<file path="config.mk">
export PLATFORM = sky130hd
export DESIGN_NAME = fetch_aligner
export DESIGN_NICKNAME = d
export VERILOG_FILES = /design/src/rtl/fetch_aligner_pkg.sv /design/src/rtl/fetch_aligner.sv
export SDC_FILE = /design/constraint.sdc
export NUM_CORES = 1
export LEC_CHECK = 0
export CAP_MARGIN = 30
export CORE_ASPECT_RATIO = 1.2
export CORE_MARGIN = 1
export CORE_UTILIZATION = 50
export DETAILED_ROUTE_END_ITERATION = 8
export PLACE_DENSITY = 0.76
export REMOVE_ABC_BUFFERS = 1
export SLEW_MARGIN = 10
export SYNTH_ARGS = -nofsm -noshare
export SYNTH_HDL_FRONTEND = slang
export SYNTH_SLANG_ARGS = --single-unit
</file>
<file path="constraint.sdc">
create_clock -name clk_i -period 10.3 [get_ports clk_i]
set_input_delay 1.03 -clock clk_i [delete_from_list [all_inputs] [get_ports clk_i]]
set_output_delay 1.03 -clock clk_i [all_outputs]
set_load 0.01 [all_outputs]
</file>
<file path="src/rtl/fetch_aligner_pkg.sv">
// fetch_aligner_pkg: shared types and constants for the IF-stage fetch aligner.
//   - FA_* : 2-bit aligner FSM encodings
//   - fa_state_e : typed FSM state built on those encodings
//   - next_word_addr : word-address increment, modulo 2^32
package fetch_aligner_pkg;

  localparam logic [1:0] FA_ALIGNED = 2'd0;
  localparam logic [1:0] FA_HALF    = 2'd1;
  localparam logic [1:0] FA_SKIP    = 2'd2;

  typedef enum logic [1:0] {
    StAligned = FA_ALIGNED,
    StHalf    = FA_HALF,
    StSkip    = FA_SKIP
  } fa_state_e;

  // Plain 32-bit add; carry out is discarded so 32'hFFFF_FFFC wraps to 0.
  function automatic logic [31:0] next_word_addr(input logic [31:0] addr);
    return addr + 32'd4;
  endfunction

endpackage

</file>
<file path="src/rtl/fetch_aligner.sv">
// fetch_aligner: splits the 32-bit instruction-memory word stream into 16-bit (RVC) and
// 32-bit instructions, stitching 32-bit instructions that straddle two words.
//
// Ports:
//   clk_i          clock, rising edge
//   rst_i          asynchronous active-high reset
//   fetch_addr_o   word-aligned address of the next word to fetch
//   fetch_valid_i  fetch_rdata_i holds the word at fetch_addr_o
//   fetch_rdata_i  fetched word
//   fetch_ready_o  the word on fetch_rdata_i is consumed this cycle (when valid)
//   redirect_i     flush and restart at redirect_pc_i (highest priority)
//   redirect_pc_i  new PC, bit 0 ignored
//   instr_valid_o  instr_o / instr_pc_o valid
//   instr_ready_i  downstream accepts the instruction
//   instr_o        raw instruction, 16-bit ones zero-extended
//   instr_pc_o     PC of instr_o
module fetch_aligner
  import fetch_aligner_pkg::*;
#(
  parameter logic [31:0] BOOT_ADDR = 32'h0000_0000
) (
  input  logic        clk_i,
  input  logic        rst_i,
  output logic [31:0] fetch_addr_o,
  input  logic        fetch_valid_i,
  input  logic [31:0] fetch_rdata_i,
  output logic        fetch_ready_o,
  input  logic        redirect_i,
  input  logic [31:0] redirect_pc_i,
  output logic        instr_valid_o,
  input  logic        instr_ready_i,
  output logic [31:0] instr_o,
  output logic [31:0] instr_pc_o
);

  fa_state_e   state_q;
  logic [15:0] hbuf_q;
  logic [31:0] pc_q;
  logic [31:0] faddr_q;
  logic        instr_valid_q;
  logic [31:0] instr_q;
  logic [31:0] instr_pc_q;

  logic        slot_free;
  logic        word_compressed;
  logic        hbuf_compressed;
  logic        consume;
  logic        unused_redirect_bit0;

  // Bit 0 of a redirect target carries no information for an IALIGN=16 core.
  assign unused_redirect_bit0 = redirect_pc_i[0];

  assign word_compressed = (fetch_rdata_i[1:0] != 2'b11);
  assign hbuf_compressed = (hbuf_q[1:0] != 2'b11);

  // The output register can take a new instruction if empty or being drained this cycle.
  assign slot_free = !instr_valid_q || instr_ready_i;

  always_comb begin
    fetch_ready_o = 1'b0;
    if (redirect_i) begin
      // Words from the old stream are swallowed while the redirect takes effect.
      fetch_ready_o = 1'b1;
    end else begin
      unique case (state_q)
        StAligned: fetch_ready_o = slot_free;
        // A compressed halfword in hbuf is emitted without touching the fetch port.
        StHalf:    fetch_ready_o = slot_free && !hbuf_compressed;
        // The leading halfword is discarded, so no output slot is needed.
        StSkip:    fetch_ready_o = 1'b1;
        default:   fetch_ready_o = 1'b0;
      endcase
    end
  end

  assign consume = fetch_valid_i && fetch_ready_o;

  always_ff @(posedge clk_i or posedge rst_i) begin
    if (rst_i) begin
      state_q       <= BOOT_ADDR[1] ? StSkip : StAligned;
      hbuf_q        <= 16'h0000;
      pc_q          <= {BOOT_ADDR[31:1], 1'b0};
      faddr_q       <= {BOOT_ADDR[31:2], 2'b00};
      instr_valid_q <= 1'b0;
      instr_q       <= 32'h0000_0000;
      instr_pc_q    <= BOOT_ADDR;
    end else if (redirect_i) begin
      // Pending output is dropped; instr_o / instr_pc_o keep stale contents with valid low.
      state_q       <= redirect_pc_i[1] ? StSkip : StAligned;
      hbuf_q        <= 16'h0000;
      pc_q          <= {redirect_pc_i[31:1], 1'b0};
      faddr_q       <= {redirect_pc_i[31:2], 2'b00};
      instr_valid_q <= 1'b0;
    end else begin
      if (instr_valid_q && instr_ready_i) begin
        instr_valid_q <= 1'b0;
      end
      if (consume) begin
        faddr_q <= next_word_addr(faddr_q);
      end

      unique case (state_q)
        StAligned: begin
          if (slot_free && fetch_valid_i) begin
            instr_valid_q <= 1'b1;
            instr_pc_q    <= pc_q;
            if (word_compressed) begin
              instr_q <= {16'h0000, fetch_rdata_i[15:0]};
              hbuf_q  <= fetch_rdata_i[31:16];
              pc_q    <= pc_q + 32'd2;
              state_q <= StHalf;
            end else begin
              instr_q <= fetch_rdata_i;
              pc_q    <= pc_q + 32'd4;
            end
          end
        end

        StHalf: begin
          if (slot_free) begin
            if (hbuf_compressed) begin
              instr_valid_q <= 1'b1;
              instr_pc_q    <= pc_q;
              instr_q       <= {16'h0000, hbuf_q};
              pc_q          <= pc_q + 32'd2;
              state_q       <= StAligned;
            end else if (fetch_valid_i) begin
              // Straddling 32-bit instruction: low half from hbuf, high half from the new word.
              instr_valid_q <= 1'b1;
              instr_pc_q    <= pc_q;
              instr_q       <= {fetch_rdata_i[15:0], hbuf_q};
              hbuf_q        <= fetch_rdata_i[31:16];
              pc_q          <= pc_q + 32'd4;
            end
          end
        end

        StSkip: begin
          if (fetch_valid_i) begin
            hbuf_q  <= fetch_rdata_i[31:16];
            state_q <= StHalf;
          end
        end

        default: state_q <= StAligned;
      endcase
    end
  end

  assign fetch_addr_o  = faddr_q;
  assign instr_valid_o = instr_valid_q;
  assign instr_o       = instr_q;
  assign instr_pc_o    = instr_pc_q;

endmodule
</file>
==> impl_metrics.env, run 1 <==
export IMPL_antenna_found_initial=0
export IMPL_async_reset_ff_share_pct=100.0
export IMPL_cts_buffer_depth=2
export IMPL_grt_pass1_wl_um=30090
export IMPL_seq_area_frac_synth_pct=49.46
export IMPL_worstMarginPinSlew_ns=0.9525
export IMPL_coreArea_mm2=0.01394
export IMPL_cts_root_buffer="clkbuf_16"
export IMPL_io_pins=167
export IMPL_skew_ns=0.008392
export IMPL_synth_cell_types=53
export IMPL_syn_instance_count=683
export IMPL_synth_compound_area_share_pct=11.57
export IMPL_std_cell_rows=47
export IMPL_crit_type="flip-flop to output pin"
export IMPL_grt_pass1_vias=5981
export IMPL_wire_per_inst_um=18.15
export IMPL_cts_buffers=17
export IMPL_cap_viol_max_count=0
export IMPL_p_per_area_mw_per_mm2=216.0
export IMPL_yosys_warnings=0
export IMPL_dp_hpwl_um=12360
export IMPL_dieArea_mm2=0.01496
export IMPL_status="finished, violations left"
export IMPL_end_kind="output pin"
export IMPL_layout_common_cells="clkdlybuf4s50_1 (161), dfrtp_1 (143), mux2_2 (66), nand2_1 (66), o21ai_0 (49)"
export IMPL_ir_worst_vdd_uv=87.76
export IMPL_ys_dominant_reg_cell="dfrtp_1"
export IMPL_grt_overflow_total=0
export IMPL_htreeDepth=4
export IMPL_dp_cells=982
export IMPL_nFillCells=1087
export IMPL_path_max_fanout=25
export IMPL_cts_resized=0
export IMPL_final_cells=1016
export IMPL_startpoint_type="flip-flop"
export IMPL_clk_pin_slew_ns=0.06
export IMPL_cts_tree="built"
export IMPL_synthesis_area_mm2=0.007236
export IMPL_synthXorXnorAreaFrac_pct=5.084
export IMPL_synthSimpleGateAreaFrac_pct=16.01
export IMPL_fp_dieW_um=111.8
export IMPL_drive_above_1_share_pct=13.37
export IMPL_final_common_cell="clkdlybuf4s50_1"
export IMPL_die_y_um=133.8
export IMPL_final_nets=908
export IMPL_area_growth_pct=32.51
export IMPL_min_period_ns=3.970
export IMPL_maxSlewHeadroom_pct=34.86
export IMPL_grt_setup_unrepaired="no"
export IMPL_viasPerCell=5.864
export IMPL_max_freq_ghz=0.2519
export IMPL_clock_latency_ns=0.42
export IMPL_hp_class="flip-flop to flip-flop"
export IMPL_antenna_left=0
export IMPL_setup_violations_final=0
export IMPL_violations="DRC"
export IMPL_ys_ff_latch=143
export IMPL_vias=5958
export IMPL_timing_final_crit_share_pct=38.54
export IMPL_post_cts_repair_setup_buffers=0
export IMPL_initialDrtViolationCount=350
export IMPL_syn_area_per_cell_um2=10.59
export IMPL_required_ns=9.27
export IMPL_synth_top_family_by_area="simple AND/OR/NAND/NOR gates"
export IMPL_hold_buffers=0
export IMPL_n_antenna_cell=0
export IMPL_drcViolationCount=15
export IMPL_hold_viol_final=0
export IMPL_grt_max_degree=104
export IMPL_power_leakage_nw=3.904
export IMPL_drt_total_wl_um=18440
export IMPL_cts_num_sinks=143
export IMPL_synthMuxAreaShare_pct=13.45
export IMPL_synthAdderAreaFrac_pct=1.210
export IMPL_synth_edff_count=0
export IMPL_first_pass_iters=7
export IMPL_initial_core_util_pct=51.92
export IMPL_worstPathArrival_ns=2.94
export IMPL_slew_violations=0
export IMPL_grt_use_total_pct=25.58
export IMPL_finalSetupTns_ns=0
export IMPL_numPortBuffers=162
export IMPL_gp_congestion=0.8317
-- cells in the mapped netlist (2+ instances only) --
cell	n	area share [%]
nor3_1	19	1.3
a2111oi_0	4	0.48
or3_1	5	0.43
or4_1	2	0.21
xor2_1	20	2.4
dfrtp_1	143	49
nor4b_1	6	0.73
and4_1	8	0.97
a31oi_1	7	0.61
clkbuf_1	32	1.7
nor2b_1	17	1.5
nand2_1	66	3.4
nand2b_1	11	0.95
a22oi_1	15	1.6
buf_1	3	0.16
o311a_1	4	0.55
a21boi_0	8	0.83
o31a_1	6	0.73
ha_1	7	1.2
inv_1	14	0.73
or2_2	4	0.35
nor2_1	19	0.99
nand3_1	17	1.2
mux2i_1	23	3.2
a21oi_1	17	1.2
a2bb2oi_1	3	0.36
nand4_1	11	0.95
a211oi_1	2	0.21
buf_4	4	0.42
o21a_1	4	0.42
nor3b_1	3	0.31
and3_1	6	0.52
mux2_2	66	10
and3b_1	2	0.24
xnor2_1	22	2.7
nor4_1	16	1.4
o21ai_0	49	3.4
buf_2	3	0.21
-- final cells by class --
class	count	area, um2	area share (%)
clock buffers	26	509.2	5.311
clock inverters	6	55.05	0.5742
inverters	14	57.56	0.6003
multi-input cells	486	3450	35.98
flip-flops and latches	143	3578	37.32
well taps	171	214.0	2.231
repair buffers	170	1724	17.98
-- registers in the layout (all words and copies together), names as in the netlist --
register / count
fetch_addr_o: 30
hbuf_q: 16
instr_o: 32
instr_pc_o: 31
instr_valid_o: 1
pc_q: 31
state_q: 2
-- through the flow --
stage | instance area (um2) | setup slack (ns) | hold slack, ns | total power [mW] | utilization, %
final | 9588 | 6.330 | 0.4742 | 2.071 | 68.79
after global routing | 9588 | 6.216 | 0.5002 | 2.172 | 68.79
after CTS | 9533 | 6.337 | 0.4826 | 2.078 | 68.40
after detailed placement | 8969 | 6.106 | 0.4702 | 1.484 | 64.35
after global placement | 8954 | 6.191 | 0.4612 | 1.459 | 64.24
after floorplan | 7067 | 5.432 | 0.4792 | 1.116 | -
-- logic make-up after synthesis --
kind of cell    Yosys count
xor+xnor                 42
buf+inv                  56
other cells               1
fa+ha+maj                 7
simple gates            217
mux                      89
flops                   143
compound gates          128
-- report_power, final --
part           total [mW]  leakage (nW)  switching (mW)  internal, mW
clock               0.589         0.284           0.227         0.362
sequential          0.813          1.74           0.106         0.707
combinational       0.669          1.88           0.296         0.372
-- worst max-delay path: stages (launching register included) --
cell	delay, ns
dfrtp_1	0.41
inv_1	0.09
ha_1	0.14
buf_4	0.36
a311oi_1	0.19
or2_2	0.50
o21ai_0	0.21
clkdlybuf4s50_1	0.60
-- final timing paths --
check / startpoint / cells past startpoint / slack (ns) / endpoint
worst max register to register: state_q[1]$_DFFE_PP0P_ / 8 / 6.55 / pc_q[17]$_DFFE_PP0P_
worst min-delay path: instr_o[19]$_DFFE_PP0P_ / 2 / 0.47 / instr_o[19]$_DFFE_PP0P_
min in group asynchronous: rst_i / 2 / 1.06 / instr_o[14]$_DFFE_PP0P_
worst max-delay path: state_q[1]$_DFFE_PP0P_ / 7 / 6.33 / fetch_ready_o
worst min register to register: instr_o[19]$_DFFE_PP0P_ / 2 / 0.47 / instr_o[19]$_DFFE_PP0P_
max in group asynchronous: rst_i / 4 / 8.12 / instr_pc_o[10]$_DFFE_PP0P_
-- metal layers --
metal	global-route usage [%]	part of all wire (%)	vias up
met3	4.880	5.1	21
li1	-	-	2763
met1	33.15	43	2970
met4	8.258	1.2	0
met2	43.31	51	204
met5	0	0	-
(Power assumes the default switching activity.)
==> run 2: changes to the inputs <==
clock period = 4 ns   (was 10.3 ns; I/O delays follow)
==> impl_metrics.env, run 2 (same netlist as run 1, synthesis figures left out) <==
export IMPL_status="finished, violations left"
export IMPL_violations="DRC"
export IMPL_antenna_found_initial=0
export IMPL_end_kind="flip-flop"
export IMPL_initialDrtViolationCount=459
export IMPL_final_common_cell="clkdlybuf4s50_1"
export IMPL_cts_root_buffer="clkbuf_16"
export IMPL_r2r_cells=8
export IMPL_highest_layer="met4"
export IMPL_antenna_left=0
export IMPL_path_max_fanout=23
export IMPL_ir_worst_vdd_uv=290.5
export IMPL_cts_buffers=17
export IMPL_layout_common_cells="clkdlybuf4s50_1 (161), dfrtp_1 (143), mux2_2 (66), nand2_1 (66), o21ai_0 (49)"
export IMPL_grt_pass1_wl_um=31540
export IMPL_dp_cells=987
export IMPL_timing_final_crit_share_pct=77.26
export IMPL_startpoint_type="flip-flop"
export IMPL_grt_overflow_total=0
export IMPL_slowest_delay_ns=0.87
export IMPL_p_per_area_mw_per_mm2=582.1
export IMPL_power_leakage_nw=3.954
export IMPL_required_ns=4.31
export IMPL_first_pass_iters=8
export IMPL_min_period_ns=3.090
export IMPL_final_cells=1019
export IMPL_grt_max_degree=100
export IMPL_drt_total_wl_um=19300
export IMPL_setup_violations_final=0
export IMPL_max_freq_ghz=0.3236
export IMPL_drcViolationCount=15
export IMPL_dp_hpwl_um=13000
export IMPL_vias=6029
export IMPL_largest_reg_flops=32
export IMPL_n_antenna_cell=0
export IMPL_grt_setup_unrepaired="no"
export IMPL_gp_congestion=0.8375
export IMPL_slew_violations=0
export IMPL_numPortBuffers=162
export IMPL_hp_class="input pin to asynchronous set/reset pin"
export IMPL_htreeDepth=4
export IMPL_reg2reg_slack_ns=0.91
export IMPL_initial_core_util_pct=51.92
export IMPL_viasPerCell=5.917
export IMPL_io_pins=167
export IMPL_hold_viol_final=0
export IMPL_coreArea_mm2=0.01394
export IMPL_drive_above_1_share_pct=13.92
export IMPL_grt_use_total_pct=26.94
export IMPL_std_cell_rows=47
export IMPL_cts_resized=0
export IMPL_hold_buffers=0
export IMPL_wire_per_inst_um=18.94
export IMPL_area_growth_pct=34.22
export IMPL_dieArea_mm2=0.01496
export IMPL_skew_ns=0.008301
export IMPL_critPathSlowestCell="a2111oi_4"
export IMPL_crit_type="flip-flop to flip-flop"
export IMPL_die_y_um=133.8
export IMPL_worstPathArrival_ns=3.40
export IMPL_met3_wirelength_um=1200
export IMPL_grt_pass1_vias=6153
export IMPL_r2r_end="pc_q[29]$_DFFE_PP0P_"
export IMPL_clock_latency_ns=0.43
export IMPL_fp_dieW_um=111.8
export IMPL_cts_num_sinks=143
export IMPL_cts_buffer_depth=2
export IMPL_worstMarginPinSlew_ns=0.9170
export IMPL_worstReg2RegStart="state_q[1]$_DFFE_PP0P_"
export IMPL_cap_viol_max_count=0
export IMPL_final_nets=912
export IMPL_dr_wl_met2_um=9757
export IMPL_clk_pin_slew_ns=0.06
export IMPL_hold_slack_ns=0.2476
export IMPL_wl_met1_um=7938
export IMPL_maxSlewHeadroom_pct=37.29
export IMPL_post_cts_repair_setup_buffers=0
export IMPL_path_cells="inv_1 -> ha_1 -> buf_4 -> nand3b_1 -> nand3_1 -> a2111oi_4 -> mux2i_1 -> nor4_1"
export IMPL_cts_tree="built"
[run 2: cell type report]
type / count / area (um2)
sequential: 143 / 3578
fill: 1048 / 4225
timing repair buffer: 174 / 1734
clock buffer: 22 / 474.2
inverter: 14 / 57.56
clock inverter: 9 / 203.9
tap: 171 / 214.0
multi-input combinational: 486 / 3450
[run 2: worst max-delay path: cells and delay by family, from the launching register on]
family          cells  cell delay (ns)
compound gates      1             0.87
simple gates        3             0.84
buf+inv             2             0.46
flops               1             0.41
fa+ha+maj           1             0.19
mux                 1             0.19
[run 2: how the worst max path moves through the flow]
stage,cells past startpoint,end,start,slack (ns)
after floorplan,6,instr_pc_o[10]$_DFFE_PP0P_,state_q[1]$_DFFE_PP0P_,-0.28
after global placement,7,fetch_addr_o[28]$_DFFE_PP0P_,fetch_valid_i,1.01
after detailed placement,8,instr_o[11]$_DFFE_PP0P_,state_q[1]$_DFFE_PP0P_,0.93
after CTS,8,instr_o[11]$_DFFE_PP0P_,state_q[1]$_DFFE_PP0P_,0.91
after global routing,8,pc_q[17]$_DFFE_PP0P_,state_q[1]$_DFFE_PP0P_,0.70
final,8,pc_q[29]$_DFFE_PP0P_,state_q[1]$_DFFE_PP0P_,0.91
[run 2: report_power, final]
part / leakage [nW] / internal, mW / switching (mW)
clock: 0.323 / 1.22 / 0.615
combinational: 1.89 / 0.956 / 0.766
sequential: 1.74 / 1.82 / 0.277
[run 2: stage by stage]
| step | instance area (um2) | TNS, ns | worst slack, ns | power [mW] | util [%] |
|---|---|---|---|---|---|
| 3_5_place_dp | 9006 | 0 | 0.9252 | 3.837 | 64.62 |
| 6_report | 9712 | 0 | 0.9097 | 5.653 | 69.68 |
| 5_1_grt | 9712 | 0 | 0.6995 | 5.917 | 69.68 |
| 4_1_cts | 9684 | 0 | 0.9101 | 5.686 | 69.49 |
| 2_1_floorplan | 7067 | -47.68 | -0.2836 | 2.873 | - |
| 3_3_place_gp | 8991 | 0 | 1.014 | 3.766 | 64.51 |
[run 2: layer usage]
metal	vias to the layer above	global-route usage [%]
met5	-	0
met4	0	11.04
met3	37	6.778
met2	231	44.82
met1	2981	33.54
li1	2780	-
